`config.mk`:
```
export PLATFORM = sky130hd
export DESIGN_NAME = i2c_slave_mem_flat
export DESIGN_NICKNAME = d
export VERILOG_FILES = /design/src/rtl/i2c_slave_mem_if.sv /design/src/rtl/i2c_slave_mem.sv /design/src/flat_wrapper.sv
export SDC_FILE = /design/constraint.sdc
export NUM_CORES = 2
export LEC_CHECK = 0
export CAP_MARGIN = 25
export CELL_PAD_IN_SITES_DETAIL_PLACEMENT = 0
export CELL_PAD_IN_SITES_GLOBAL_PLACEMENT = 1
export CORE_ASPECT_RATIO = 1.1
export CORE_MARGIN = 4
export CORE_UTILIZATION = 61
export CTS_CLUSTER_SIZE = 10
export DETAILED_ROUTE_END_ITERATION = 10
export PLACE_DENSITY_LB_ADDON = 0.1
export SETUP_SLACK_MARGIN = 0.5
export SLEW_MARGIN = 20
export SYNTH_ARGS = -nofsm -noshare
export SYNTH_HDL_FRONTEND = slang
export SYNTH_SLANG_ARGS = --single-unit
```
`constraint.sdc`:
```
create_clock -name clk -period 12.23 [get_ports clk]
set_input_delay 1.8345 -clock clk [delete_from_list [all_inputs] [get_ports clk]]
set_output_delay 1.8345 -clock clk [all_outputs]
set_load 0.05 [all_outputs]
```
`src/rtl/i2c_slave_mem_if.sv`:
```
// I2C target-side bus bundle: SCL/SDA pad signals plus the memory write
// observation port of the EEPROM responder.
interface i2c_slave_mem_if #(
  parameter int unsigned MEM_AW = 8
);
  logic              i2c_sclk;
  logic              i2c_sdat_in;
  logic              i2c_sdat_oe;
  logic              bus_busy;
  logic              wr_strobe;
  logic [MEM_AW-1:0] wr_addr;
  logic [7:0]        wr_data;

  modport slave (
    input  i2c_sclk, i2c_sdat_in,
    output i2c_sdat_oe, bus_busy, wr_strobe, wr_addr, wr_data
  );

  modport master (
    output i2c_sclk, i2c_sdat_in,
    input  i2c_sdat_oe, bus_busy, wr_strobe, wr_addr, wr_data
  );
endinterface

```
`src/rtl/i2c_slave_mem.sv`:
```
// Two-byte-addressed serial EEPROM responder (AT24C64-style command set).
// SCL/SDA are oversampled with clk; SDA is only ever pulled low.
module i2c_slave_mem #(
  parameter logic [6:0]  DEV_ADDR = 7'h50,
  parameter int unsigned MEM_AW   = 8
) (
  input  logic           clk,
  input  logic           rst_n,
  i2c_slave_mem_if.slave bus
);

  typedef enum logic [3:0] {
    ST_IDLE, ST_DEV, ST_DEV_ACK, ST_ADDR_HI, ST_AHI_ACK, ST_ADDR_LO,
    ST_ALO_ACK, ST_WR_DATA, ST_WR_ACK, ST_RD_DATA, ST_RD_REL, ST_RD_ACK,
    ST_RD_NEXT, ST_IGNORE
  } state_e;

  logic scl_s1_q, scl_s2_q, scl_h_q;
  logic sda_s1_q, sda_s2_q, sda_h_q;
  logic scl_rise, scl_fall, start_det, stop_det;

  state_e            state_q, state_d;
  logic [2:0]        bit_cnt_q, bit_cnt_d;
  logic [7:0]        shift_q, shift_d;
  logic [7:0]        addr_hi_q, addr_hi_d;
  logic [MEM_AW-1:0] ptr_q, ptr_d;
  logic              oe_q, oe_d;
  logic              busy_q, busy_d;
  logic              wr_strobe_q, wr_strobe_d;
  logic [MEM_AW-1:0] wr_addr_q, wr_addr_d;
  logic [7:0]        wr_data_q, wr_data_d;

  logic              mem_we;
  logic [7:0]        rx_byte;
  logic [7:0]        rd_byte;
  logic [15:0]       addr_full;
  logic [7:0]        mem [2**MEM_AW];

  // Synchronize the bus lines and keep one cycle of history for edge detection
  always_ff @(posedge clk or negedge rst_n) begin
    if (!rst_n) begin
      scl_s1_q <= 1'b1; scl_s2_q <= 1'b1; scl_h_q <= 1'b1;
      sda_s1_q <= 1'b1; sda_s2_q <= 1'b1; sda_h_q <= 1'b1;
    end else begin
      scl_s1_q <= bus.i2c_sclk;  scl_s2_q <= scl_s1_q; scl_h_q <= scl_s2_q;
      sda_s1_q <= bus.i2c_sdat_in; sda_s2_q <= sda_s1_q; sda_h_q <= sda_s2_q;
    end
  end

  assign scl_rise  =  scl_s2_q & ~scl_h_q;
  assign scl_fall  = ~scl_s2_q &  scl_h_q;
  assign start_det =  scl_s2_q &  scl_h_q & sda_h_q & ~sda_s2_q;
  assign stop_det  =  scl_s2_q &  scl_h_q & ~sda_h_q & sda_s2_q;

  assign rx_byte   = {shift_q[6:0], sda_s2_q};
  assign rd_byte   = mem[ptr_q];
  assign addr_full = {addr_hi_q, rx_byte};

  // Protocol state machine: next state, pointer, SDA drive and write pulse
  always_comb begin
    state_d     = state_q;
    bit_cnt_d   = bit_cnt_q;
    shift_d     = shift_q;
    addr_hi_d   = addr_hi_q;
    ptr_d       = ptr_q;
    oe_d        = oe_q;
    busy_d      = busy_q;
    wr_strobe_d = 1'b0;
    wr_addr_d   = wr_addr_q;
    wr_data_d   = wr_data_q;
    mem_we      = 1'b0;
    if (start_det) begin
      state_d   = ST_DEV;
      bit_cnt_d = '0;
      oe_d      = 1'b0;
      busy_d    = 1'b1;
    end else if (stop_det) begin
      state_d   = ST_IDLE;
      bit_cnt_d = '0;
      oe_d      = 1'b0;
      busy_d    = 1'b0;
    end else begin
      case (state_q)
        ST_DEV, ST_ADDR_HI, ST_ADDR_LO, ST_WR_DATA: begin
          if (scl_rise) begin
            shift_d   = rx_byte;
            bit_cnt_d = bit_cnt_q + 3'd1;
            if (bit_cnt_q == 3'd7) begin
              case (state_q)
                ST_DEV:     state_d = (rx_byte[7:1] == DEV_ADDR) ? ST_DEV_ACK : ST_IGNORE;
                ST_ADDR_HI: begin addr_hi_d = rx_byte; state_d = ST_AHI_ACK; end
                ST_ADDR_LO: begin ptr_d = MEM_AW'(addr_full); state_d = ST_ALO_ACK; end
                default: begin
                  mem_we      = 1'b1;
                  wr_strobe_d = 1'b1;
                  wr_addr_d   = ptr_q;
                  wr_data_d   = rx_byte;
                  ptr_d       = ptr_q + MEM_AW'(1);
                  state_d     = ST_WR_ACK;
                end
              endcase
            end
          end
        end
        // oe_q doubles as the ACK phase flag: low on entry, set on the first fall
        ST_DEV_ACK, ST_AHI_ACK, ST_ALO_ACK, ST_WR_ACK: begin
          if (scl_fall) begin
            if (!oe_q) begin
              oe_d = 1'b1;
            end else begin
              oe_d      = 1'b0;
              bit_cnt_d = '0;
              case (state_q)
                ST_DEV_ACK: begin
                  if (shift_q[0]) begin
                    shift_d = rd_byte;
                    oe_d    = ~rd_byte[7];
                    state_d = ST_RD_DATA;
                  end else begin
                    state_d = ST_ADDR_HI;
                  end
                end
                ST_AHI_ACK: state_d = ST_ADDR_LO;
                default:    state_d = ST_WR_DATA;
              endcase
            end
          end
        end
        ST_RD_DATA: begin
          if (scl_rise) begin
            bit_cnt_d = bit_cnt_q + 3'd1;
            if (bit_cnt_q == 3'd7) state_d = ST_RD_REL;
          end else if (scl_fall) begin
            shift_d = {shift_q[6:0], 1'b0};
            oe_d    = ~shift_q[6];
          end
        end
        ST_RD_REL: begin
          if (scl_fall) begin
            oe_d    = 1'b0;
            state_d = ST_RD_ACK;
          end
        end
        ST_RD_ACK: begin
          if (scl_rise) begin
            if (!sda_s2_q) begin
              ptr_d   = ptr_q + MEM_AW'(1);
              state_d = ST_RD_NEXT;
            end else begin
              state_d = ST_IGNORE;
            end
          end
        end
        ST_RD_NEXT: begin
          if (scl_fall) begin
            shift_d   = rd_byte;
            oe_d      = ~rd_byte[7];
            bit_cnt_d = '0;
            state_d   = ST_RD_DATA;
          end
        end
        default: ;
      endcase
    end
  end

  // Control and output registers
  always_ff @(posedge clk or negedge rst_n) begin
    if (!rst_n) begin
      state_q     <= ST_IDLE;
      bit_cnt_q   <= '0;
      shift_q     <= '0;
      addr_hi_q   <= '0;
      ptr_q       <= '0;
      oe_q        <= 1'b0;
      busy_q      <= 1'b0;
      wr_strobe_q <= 1'b0;
      wr_addr_q   <= '0;
      wr_data_q   <= '0;
    end else begin
      state_q     <= state_d;
      bit_cnt_q   <= bit_cnt_d;
      shift_q     <= shift_d;
      addr_hi_q   <= addr_hi_d;
      ptr_q       <= ptr_d;
      oe_q        <= oe_d;
      busy_q      <= busy_d;
      wr_strobe_q <= wr_strobe_d;
      wr_addr_q   <= wr_addr_d;
      wr_data_q   <= wr_data_d;
    end
  end

  // Byte storage; contents are intentionally not reset
  always_ff @(posedge clk) begin
    if (mem_we) mem[ptr_q] <= rx_byte;
  end

  assign bus.i2c_sdat_oe = oe_q;
  assign bus.bus_busy    = busy_q;
  assign bus.wr_strobe   = wr_strobe_q;
  assign bus.wr_addr     = wr_addr_q;
  assign bus.wr_data     = wr_data_q;

endmodule

```
`src/flat_wrapper.sv`:
```
// flat-port wrapper written by rule: the top's interface ports become plain ports
module i2c_slave_mem_flat 
#(
  parameter logic [6:0]  DEV_ADDR = 7'h50,
  parameter int unsigned MEM_AW   = 8
)
  (clk, rst_n, bus_i2c_sclk, bus_i2c_sdat_in, bus_i2c_sdat_oe, bus_bus_busy, bus_wr_strobe, bus_wr_addr, bus_wr_data);
  i2c_slave_mem_if #(.MEM_AW(MEM_AW)) bus_i ();
  input  logic clk;
  input  logic rst_n;
  input wire logic [$bits(bus_i.i2c_sclk)-1:0] bus_i2c_sclk;
  input wire logic [$bits(bus_i.i2c_sdat_in)-1:0] bus_i2c_sdat_in;
  output wire logic [$bits(bus_i.i2c_sdat_oe)-1:0] bus_i2c_sdat_oe;
  output wire logic [$bits(bus_i.bus_busy)-1:0] bus_bus_busy;
  output wire logic [$bits(bus_i.wr_strobe)-1:0] bus_wr_strobe;
  output wire logic [$bits(bus_i.wr_addr)-1:0] bus_wr_addr;
  output wire logic [$bits(bus_i.wr_data)-1:0] bus_wr_data;
  assign bus_i.i2c_sclk = bus_i2c_sclk;
  assign bus_i.i2c_sdat_in = bus_i2c_sdat_in;
  assign bus_i2c_sdat_oe = bus_i.i2c_sdat_oe;
  assign bus_bus_busy = bus_i.bus_busy;
  assign bus_wr_strobe = bus_i.wr_strobe;
  assign bus_wr_addr = bus_i.wr_addr;
  assign bus_wr_data = bus_i.wr_data;
  i2c_slave_mem #(.DEV_ADDR(DEV_ADDR), .MEM_AW(MEM_AW)) u_core (.clk(clk), .rst_n(rst_n), .bus(bus_i));
endmodule
```
## Word level (Yosys, flattened, before mapping)

Memory sizes are Yosys's and may differ from the RTL's.
Index checks and enable logic that the tools add are counted.

- Register bits after elaboration: 47
- RAM bits: 2048
- Input bits: 4
- Output and inout port bits: 19
- Word-level logic and storage cells: 151
- Memories: 1

Memory list:

| memory | words | width | rd ports | clocked after Yosys merged registers in | wr ports | line | source |
|---|---|---|---|---|---|---|---|
| u_core.mem | 256 | 8 | 1 | 0 | 1 | i2c_slave_mem.sv:37 | `logic [7:0] mem [2**MEM_AW];` |

- $add $sub $neg: 2
- Equal/unequal tests: 38
- Multiplexer cells: 60
- Bitwise gates (word level): 16
- Reduce and logical (&&, ||, !) cells: 18

Operators by type and width:

| kind | number |
|---|---|
| 7-bit 2-to-1 mux | 8 |
| 4-bit 2-to-1 mux | 13 |
| 4-bit by 1-bit != test with 1-bit output (second input constant) | 11 |
| 8-bit 2-to-1 mux | 4 |
| 8-bit one-hot mux with 2 select lines | 2 |
| 7-bit one-hot mux with 4 select lines | 1 |
| 4-bit one-hot mux with 6 select lines | 1 |
| 1-bit 2-to-1 mux | 21 |
| 4-bit == test (second input constant) | 5 |
| 10-bit AND reduction | 2 |
| 3-bit 2-to-1 mux | 6 |
| 2-bit by 1-bit != test with 1-bit output (second input constant) | 9 |
| 4-bit by 3-bit == test with 1-bit output (second input constant) | 4 |
| 4-bit one-hot mux with 3 select lines | 1 |
| 6-bit AND reduction | 2 |
| 11-bit AND reduction | 1 |
| 1-bit NOT | 9 |
| 3-bit one-hot mux with 3 select lines | 1 |
| 8-bit by 1-bit adder with 8-bit output (second input constant) | 1 |
| 4-bit by 2-bit == test with 1-bit output (second input constant) | 2 |
| 4-bit one-hot mux with 2 select lines | 1 |
| 8-bit AND reduction | 1 |
| 8-bit nonzero test | 1 |
| 4-bit OR reduction | 2 |
| 16 further kinds | 25 |

## Longest topological paths before layout

- Depth after elaboration: 10
- Mapped depth: 14
- Mapped depth without buffers: 8

## Least setup slack after synthesis

OpenSTA, ideal clock, no wires.

- Path kind: register to register
- Start: register u_core.shift_q[6]
- End: register u_core.state_q[0]
- Setup time: 125 ps
- Arrival: 4456 ps
- Data required time: 12105 ps
- Slack: 7649 ps
- Stages on the path, launching flop included: 7
- Path buffers: 0
- Clock period less this slack: 4581 ps
- Cells stage by stage: dfrtp_1 -> nor4b_1 -> nand2_1 -> a31oi_1 -> a21o_1 -> o21ai_0 -> mux2_2

- Longest elaborated chain between the ends: 8

Ends and longest elaborated chain:

| item | line | source |
|---|---|---|
| start: declaration | i2c_slave_mem.sv:24 | `logic [7:0] shift_q, shift_d;` |
| start signal: assignment | i2c_slave_mem.sv:183 | `shift_q <= shift_d;` |
| 7-bit == test | i2c_slave_mem.sv:90 | `ST_DEV: state_d = (rx_byte[7:1] == DEV_ADDR) ? ST_DEV_ACK : ST_IGNORE;` |
| 4-bit 2-to-1 mux | i2c_slave_mem.sv:90 |  |
| 4-bit one-hot mux with 3 select lines | i2c_slave_mem.sv:89 | `case (state_q)` |
| 4-bit 2-to-1 mux | i2c_slave_mem.sv:88 | `if (bit_cnt_q == 3'd7) begin` |
| 4-bit 2-to-1 mux | i2c_slave_mem.sv:85 | `if (scl_rise) begin` |
| 4-bit one-hot mux with 6 select lines | i2c_slave_mem.sv:83 | `case (state_q)` |
| 4-bit 2-to-1 mux | i2c_slave_mem.sv:77 | `end else if (stop_det) begin` |
| 4-bit 2-to-1 mux | i2c_slave_mem.sv:72 | `if (start_det) begin` |
| end signal: assignment | i2c_slave_mem.sv:181 | `state_q <= state_d;` |
| end: declaration | i2c_slave_mem.sv:22 | `state_e state_q, state_d;` |

No other way between the ends. The select of a mux whose other input is x is not followed.
A chain may end at the register's enable or synchronous reset.

## Final worst setup path

- Start: register u_core.ptr_q[0]
- End: register u_core.shift_q[5]

- Longest elaborated chain between the ends: 6
- Elaborated cells on any way between the ends: 7
- Those cells by class: 6 x mux; 1 x memory

Ends and longest elaborated chain:

| item | line | source |
|---|---|---|
| start: declaration | i2c_slave_mem.sv:26 | `logic [MEM_AW-1:0] ptr_q, ptr_d;` |
| start signal: assignment | i2c_slave_mem.sv:185 | `ptr_q <= ptr_d;` |
| memory read 256 x 8 bit * | -- |  |
| 7-bit 2-to-1 mux | i2c_slave_mem.sv:115 | `if (shift_q[0]) begin` |
| 7-bit 2-to-1 mux | i2c_slave_mem.sv:113 | `case (state_q)` |
| 7-bit 2-to-1 mux | i2c_slave_mem.sv:108 | `if (!oe_q) begin` |
| 7-bit 2-to-1 mux | i2c_slave_mem.sv:107 | `if (scl_fall) begin` |
| 7-bit one-hot mux with 4 select lines * | i2c_slave_mem.sv:83 |  |

Mark *: on every way between the ends. The rest lies on a longest branch, timed or not. The select of a mux whose other input is x is not followed.

==> run summary <==
status - completed
initial drt markers - 6769
area of the mapped netlist - 82100 µm²
Synth async-reset ratio - 2.24%
FF-to-FF End - u_core.shift_q[5]
Starting Density - 61.7%
Tot GR Track Use - 32.0%
syn nets - 3939
HPWL Detailed - 132000 µm
max-slew violations - 0
final WL - 219000 µm
number of max-cap violations - 0
drt drc - 0
Leak - 28.0 nW
clk sinks - 2095
crit path from - u_core.ptr_q[0]
achievable frequency - 188 MHz
post-synth cell types - 70
CP Launch Type - flop
# port buffers - 22
H-tree levels - 4
final setup fails - 0
reg2reg path depth - 9
Reg2Reg Setup Slack - 6.92 ns
Worst-Margin Slew - 1.18 ns
share of layout cells above drive strength 1 - 22.8%
post-CTS resize count - 0
IO Pins - 23
Synth Flop Type - edfxtp_1
chip height - 393 µm
Seq cells post-synth - 2095
RR Startpoint - u_core.ptr_q[0]
Tmin final - 5.31 ns
CORE AREA - 133000 µm²
leading area contributor after synthesis - edfxtp_1
top cells by count, synth - edfxtp_1 (2048), mux4_2 (517), nor2_1 (295)
CP Capture Type - flop
Longest Clk Path Bufs - 3
design area - 90700 µm²
Final Cycle Share - 43.4%
TritonCTS clock tree - yes
RSZ-0062 raised after global routing - false
dpl cell area - 84200 µm²
post-route ant nets - 0
largest cells by area after synthesis - edfxtp_1 (75%), mux4_2 (14%), mux2i_1 (1.4%)
Post-Place Setup Slack - 6.87 ns
yosys warns - 0
first-pass GRT wire length - 315000 µm
Final Wtd Congestion - 0.924
register area share after synthesis - 76.3%
Post-synth EDFFs - 2048
Max IR drop VDD - 227 µV
number of global-route vias before repair - 41920
Cells after Synth - 3929
Cell Pwr Density - 204 nW/µm²
drt first pass iters - 6
worst skew pair latency - 0.85 ns
worst hold margin - 0.360 ns
largest net degree at the start of global routing - 259
hold_buf cts - 0
total gr overflow - 0
setup slack after layout - 6.92 ns
num rows - 140
Critical Path Fanout Max - 95
Hold Path Class - flop to flop
CTS clock-pin slew for the worst setup and hold paths - 0.06 ns
via count - 41986
top cell type's share of synthesized area - 74.9%
Die Area - 141000 µm²
# Post-CTS Setup Buffers - 0
crit path kind - flop to flop
DR WL/cell - 37.2 µm
NumNets Final - 4038
required time of the worst setup path - 12.95 ns
Worst Path Arrival - 6.03 ns
Fin. Hold Viols - 0
Setup Total Neg Slack - 0 ns
post-DR vias/cell - 7.12
Root Driver - clkbuf_16
CP endpoint - u_core.shift_q[5]
CTS Buf Count - 229
P&R area growth vs syn - 10.5%
Final Skew - 0.0283 ns
initial antenna violation count - 5
die width - 358 µm
syn avg cell area - 20.9 µm²
most numerous cell in the Yosys netlist - edfxtp_1
Max-slew headroom - 21.1%
-- cell families after synthesis --
logic type	after synthesis	share of synthesized area, %
compound gates	335	2.88
xor+xnor	1	0.0107
fa+ha+maj	6	0.0914
buf+inv	282	1.73
flops	2095	76.3
mux	655	15.9
simple gates	555	3.04
-- per-stage QoR --
stage	util (%)	total power, W	instances
floorplan	-	0.0113	3929
global placement	63.2	0.0124	5557
detailed placement	63.2	0.0125	5559
CTS	68.0	0.0185	5878
global route	68.1	0.0190	5891
finish	68.1	0.0185	5893
-- power breakdown --
part / internal, W / total (W) / switching [W]
clock network: 0.00341 / 0.00603 / 0.00262
logic: 0.00136 / 0.00365 / 0.00229
registers: 0.00853 / 0.00879 / 0.000261
total: 0.0133 / 0.0185 / 0.00517
-- metal layers --
metal	part of all wire, %	track usage, %
met1	37	45.1
met2	47	48.0
met3	11	8.46
met4	5.2	14.3
met5	0.084	0.842
-- worst min-delay path by stage --
stage                     from               to  slack (ns)  cells past startpoint
2_1_floorplan  u_core.scl_s1_q  u_core.scl_s2_q        0.35                      0
3_3_place_gp   u_core.sda_s1_q  u_core.sda_s2_q        0.35                      0
3_5_place_dp   u_core.sda_s1_q  u_core.sda_s2_q        0.35                      0
4_1_cts        u_core.sda_s1_q  u_core.sda_s2_q        0.36                      0
5_1_grt        u_core.scl_s1_q  u_core.scl_s2_q        0.37                      0
6_report       u_core.scl_s1_q  u_core.scl_s2_q        0.36                      0
-- flip-flops by register name, indices dropped and copies added (netlist names) --
name,count
u_core.mem,2048
u_core.bus.wr_addr,8
u_core.bus.wr_data,8
u_core.ptr_q,8
u_core.shift_q,7
u_core.state_q,4
u_core.bit_cnt_q,3
u_core.bus.bus_busy,1
u_core.bus.i2c_sdat_oe,1
u_core.bus.wr_strobe,1
u_core.scl_h_q,1
u_core.scl_s1_q,1
u_core.scl_s2_q,1
u_core.sda_h_q,1
u_core.sda_s1_q,1
u_core.sda_s2_q,1
-- placed cells by master, fill, tap and decap left out, types with 13 or more instances in the layout --
master | Yosys | layout
a21oi_1 | 60 | 60
a221oi_1 | 14 | 14
a22oi_1 | 75 | 75
buf_4 | 35 | 84
clkbuf_1 | 136 | 70
clkbuf_16 | 0 | 232
clkdlybuf4s50_1 | 0 | 21
dfrtp_1 | 41 | 28
edfxtp_1 | 2048 | 2048
inv_1 | 21 | 21
mux2_2 | 22 | 22
mux2i_1 | 116 | 116
mux4_2 | 517 | 517
nand2_1 | 96 | 96
nand3_1 | 50 | 50
nand4_1 | 13 | 13
nor2_1 | 295 | 292
nor3_1 | 23 | 22
o211ai_1 | 22 | 22
o21ai_0 | 33 | 33
o22ai_1 | 27 | 27
-- worst max-delay path, cell delays in order, from the launching register on --
cell and delay, ns:
dfrtp_4 0.92, buf_12 0.65, buf_4 0.80, mux4_2 0.60, mux2i_1 0.65, o32ai_1 0.25, a2111oi_2 0.44, nand4_1 0.16
nor4_1 0.36, o221ai_1 0.15
-- cell type report --
class | instances | area [µm²]
antenna | 2 | 5.00
clock buffer | 302 | 6070
clock inverter | 17 | 239
fill | 8197 | 42400
inverter | 24 | 95.1
multi-input combinational | 1552 | 18100
sequential | 2095 | 62700
tap | 1775 | 2220
timing repair buffer | 126 | 1210
(Power assumes the default switching activity.)
